## config.mk

```make
export PLATFORM = sky130hd
export DESIGN_NAME = uart_tx_framer
export DESIGN_NICKNAME = d
export VERILOG_FILES = /design/src/rtl/uart_tx_framer.sv
export SDC_FILE = /design/constraint.sdc
export NUM_CORES = 1
export LEC_CHECK = 0
export CAP_MARGIN = 10
export CORE_MARGIN = 3
export CORE_UTILIZATION = 35
export CTS_CLUSTER_DIAMETER = 30
export CTS_CLUSTER_SIZE = 30
export DETAILED_ROUTE_END_ITERATION = 6
export DONT_BUFFER_PORTS = 1
export RECOVER_POWER = 25
export SYNTH_ARGS = -nofsm -noshare
export SYNTH_HDL_FRONTEND = slang
export SYNTH_SLANG_ARGS = --single-unit
```

## constraint.sdc

```tcl
create_clock -name clk -period 4.5 [get_ports clk]
set_input_delay 0.45 -clock clk [delete_from_list [all_inputs] [get_ports clk]]
set_output_delay 0.45 -clock clk [all_outputs]
set_load 0.05 [all_outputs]
```

## src/rtl/uart_tx_framer.sv

```systemverilog
// uart_tx_framer: 8N1 UART transmitter with a synchronized flow-control input.
// Rev 1.0
`default_nettype none

module uart_tx_framer #(
  parameter int CLK_PER_BIT = 50,
  parameter int CTR_SIZE    = $clog2(CLK_PER_BIT)
) (
  input  logic       clk,
  input  logic       rst,
  input  logic [7:0] data,
  input  logic       new_data,
  input  logic       block,
  output logic       busy,
  output logic       tx
);

  localparam logic [CTR_SIZE-1:0] CTR_LAST = CTR_SIZE'(CLK_PER_BIT - 1);

  typedef enum logic [1:0] {
    IDLE      = 2'd0,
    START_BIT = 2'd1,
    DATA      = 2'd2,
    STOP_BIT  = 2'd3
  } state_t;

  state_t              state, state_n;
  logic [CTR_SIZE-1:0] ctr, ctr_n;
  logic [2:0]          idx, idx_n;
  logic [7:0]          shreg, shreg_n;
  logic                tx_n, busy_n;
  logic                block_meta, block_s;
  logic                bit_done;

  assign bit_done = (ctr == CTR_LAST);

  always_ff @(posedge clk) begin
    if (rst) begin
      state      <= IDLE;
      ctr        <= '0;
      idx        <= '0;
      shreg      <= '0;
      tx         <= 1'b1;
      busy       <= 1'b0;
      block_meta <= 1'b0;
      block_s    <= 1'b0;
    end else begin
      state      <= state_n;
      ctr        <= ctr_n;
      idx        <= idx_n;
      shreg      <= shreg_n;
      tx         <= tx_n;
      busy       <= busy_n;
      block_meta <= block;
      block_s    <= block_meta;
    end
  end

  always_comb begin
    state_n = state;
    ctr_n   = ctr;
    idx_n   = idx;
    shreg_n = shreg;
    tx_n    = tx;
    busy_n  = busy;
    case (state)
      IDLE: begin
        tx_n   = 1'b1;
        busy_n = block_s;
        // busy was low this cycle, so the upstream gate cannot issue twice
        if (!busy && !block_s && new_data) begin
          state_n = START_BIT;
          shreg_n = data;
          ctr_n   = '0;
          idx_n   = '0;
          tx_n    = 1'b0;
          busy_n  = 1'b1;
        end
      end
      START_BIT: begin
        tx_n   = 1'b0;
        busy_n = 1'b1;
        if (bit_done) begin
          ctr_n   = '0;
          state_n = DATA;
          tx_n    = shreg[0];
          shreg_n = {1'b0, shreg[7:1]};
        end else begin
          ctr_n = ctr + 1'b1;
        end
      end
      DATA: begin
        busy_n = 1'b1;
        if (bit_done) begin
          ctr_n = '0;
          if (idx == 3'd7) begin
            state_n = STOP_BIT;
            tx_n    = 1'b1;
          end else begin
            idx_n   = idx + 3'd1;
            tx_n    = shreg[0];
            shreg_n = {1'b0, shreg[7:1]};
          end
        end else begin
          ctr_n = ctr + 1'b1;
        end
      end
      STOP_BIT: begin
        tx_n   = 1'b1;
        busy_n = 1'b1;
        if (bit_done) begin
          ctr_n   = '0;
          state_n = IDLE;
          busy_n  = block_s;
        end else begin
          ctr_n = ctr + 1'b1;
        end
      end
      default: begin
        state_n = IDLE;
        ctr_n   = '0;
        idx_n   = '0;
        tx_n    = 1'b1;
        busy_n  = block_s;
      end
    endcase
  end

endmodule

`default_nettype wire

```

==> results.sh <==
export IMPL_cts_tree="built"
export IMPL_hold_path_class="input pin to flop"
export IMPL_synth_area_leaders="dfxtp_1, ha_1, mux2i_1, o2bb2ai_1, a21oi_1"
export IMPL_p_int_uw=496
export IMPL_nFillCells=351
export IMPL_final_nets=157
export IMPL_antenna_found_initial=0
export IMPL_cp_arrival_ns=2.20
export IMPL_cts_root_buf="clkbuf_8"
export IMPL_fin_crit_sh_pct=44.5
export IMPL_slew_headroom_pct=54.6
export IMPL_clock_skew_final_ns=0.00211
export IMPL_min_period_ns=2.00
export IMPL_max_freq_mhz=500
export IMPL_top_layer="met4"
export IMPL_async_reset_ff_share_pct=0
export IMPL_syn_avg_cell_area_sq_um=9.43
export IMPL_drt_pass1_iterations=4
export IMPL_worst_pin_slew_ns=0.677
export IMPL_power_density_mw_per_mm2=638
export IMPL_cts_num_sinks=23
export IMPL_place_port_buffers=0
export IMPL_dieArea_sq_mm=0.00446
export IMPL_io_pins=14
export IMPL_syn_inst=137
export IMPL_cp_data_required_time_ns=4.70
export IMPL_die_height_um=66.8
export IMPL_vias=1001
export IMPL_htreeDepth=1
export IMPL_ys_seq_area_share_pct=35.6
export IMPL_multi_input_area_sq_um=763
export IMPL_yosys_warnings=0
export IMPL_drive_above_1_share_pct=5.97
export IMPL_crit_type="flop to flop"
export IMPL_finalSetupViolCount=0
export IMPL_drt_total_wl_mm=2.64
export IMPL_post_drt_wl_per_cell_um=14.6
export IMPL_seqPwrFrac_pct=37.9
export IMPL_hold_violations=0
export IMPL_p_switching_uw=364
export IMPL_synth_nets=159
export IMPL_maxSlewViolCount=0
export IMPL_wl_met1_mm=1.25
export IMPL_grt_pass1_vias=1011
export IMPL_clkPwrFrac_pct=14.9
export IMPL_combPwrFrac_pct=47.2
export IMPL_ant_nets=0
export IMPL_met2WireLength_mm=1.23
export IMPL_grt_overflow_total=0
export IMPL_crit_path_end_kind="flop"
export IMPL_initial_core_util_pct=37.5
export IMPL_grt_max_degree=16
export IMPL_clk_latency_ns=0.27
export IMPL_whs_ns=0.239
export IMPL_core_area_sq_mm=0.00344
export IMPL_switching_share_pct=42.3
export IMPL_yosys_area_top_type="dfxtp_1"
export IMPL_diodes=0
export IMPL_syn_area_sq_mm=0.00129
export IMPL_setup_tns_ns=0
export IMPL_hpwl_mm=1.99
export IMPL_cap_violations=0
export IMPL_synth_commonest_cells="dfxtp_1, ha_1, a21oi_1"
export IMPL_ys_types=43
export IMPL_cts_buffers=3
export IMPL_ir_drop_mv=0.411
export IMPL_place_congestion=0.830
export IMPL_synth_most_common_cell="dfxtp_1"
export IMPL_postCtsSetupBuffers=0
export IMPL_clockBufferDepth=2
export IMPL_synth_enable_flop_cells=0
export IMPL_hold_buffers=0
export IMPL_rrSetupSlack_ns=2.50
export IMPL_critPathMaxFanout=8
export IMPL_drt_iter0_drc=21
export IMPL_status="complete, no violations"
export IMPL_vias_per_cell=5.56
export IMPL_cp_start_kind="flop"
export IMPL_area_growth_pct=4.36
export IMPL_total_power_uw=860
export IMPL_leakagePower_uw=0.000469
export IMPL_synth_seq_cells=23
export IMPL_grt_first_pass_wirelength_mm=4.58
export IMPL_ctsResizeCount=0
export IMPL_drc=0
export IMPL_met3_length_um=98
export IMPL_rsz0062_at_grt="false"
export IMPL_fp_row_count=21
export IMPL_ys_flop_type="dfxtp_1"
export IMPL_gr_usage_all_layers_pct=13.4
export IMPL_ff_latch_area_sq_um=460
export IMPL_clk_pin_slew_ns=0.08
export IMPL_die_w_um=66.8
export IMPL_synth_top_area_share_pct=35.6
==> sequential cells by signal (all words and copies together), names as in the netlist <==
signal	count
busy	1
ctr	6
block_meta	1
shreg	8
state	2
idx	3
tx	1
block_s	1
==> final timing paths <==
| kind | from | end | cells after the start |
|---|---|---|---|
| worst max-delay path | busy | shreg[1] | 4 |
| worst min-delay path | rst | idx[1] | 1 |
| worst max register to register | busy | shreg[1] | 4 |
| worst min register to register | block_meta | block_s | 1 |
==> through the flow <==
step           instance area (sq um)  setup WS [ns]  instances  util, %
6_report                        1350           2.50        180     39.2
2_1_floorplan                   1290           2.67        137        -
5_1_grt                         1350           2.34        180     39.2
4_1_cts                         1350           2.49        180     39.2
3_5_place_dp                    1300           2.51        176     37.9
3_3_place_gp                    1300           2.60        176     37.9
==> kinds of logic after synthesis <==
family | count (synthesis) | share of synthesized area (%)
compound gates | 44 | 24.9
xor+xnor | 4 | 2.71
fa+ha+maj | 10 | 9.68
buf+inv | 13 | 5.32
flops | 23 | 35.6
mux | 7 | 5.42
simple gates | 36 | 16.4
==> power groups by stage <==
stage	Combinational (uW)	Clock [uW]	Sequential (uW)
after detailed placement	406	0	330
after floorplan	352	0	319
after global placement	394	0	328
after global routing	454	139	334
after CTS	406	135	326
final	406	128	326
==> final cells by class <==
cell class	instances	share of cell area (%)
well taps	46	4.27
flip-flops and latches	23	34.1
inverters	6	1.67
clock buffers	4	3.34
multi-input cells	101	56.6
==> layout by cell type, fill, tap and decap left out, types with 3 or more instances in the layout <==
cell | Yosys | routed
nand2_1 | 6 | 6
clkbuf_8 | 0 | 3
nor2b_1 | 4 | 4
ha_1 | 10 | 10
o2bb2ai_1 | 8 | 8
nor2_1 | 6 | 6
mux2i_1 | 7 | 7
nand3_1 | 3 | 3
a21oi_1 | 9 | 9
dfxtp_1 | 23 | 23
nand4_1 | 3 | 3
xnor2_1 | 4 | 4
inv_1 | 6 | 6
o21ai_0 | 8 | 8
==> metal layers <==
| layer | track usage, % | up-vias |
|---|---|---|
| met1 | 16.4 | 480 |
| met2 | 22.2 | 16 |
| met5 | 0 | - |
| met3 | 3.20 | 7 |
| met4 | 5.58 | 0 |
| li1 | - | 498 |
==> worst max-delay path: stages, from the launching register on <==
cell and delay, ns:
dfxtp_1 0.66, or3b_1 0.34, a21oi_1 0.14, a31oi_1 0.60, o2bb2ai_1 0.19
Power figures use the tool's default switching activity.
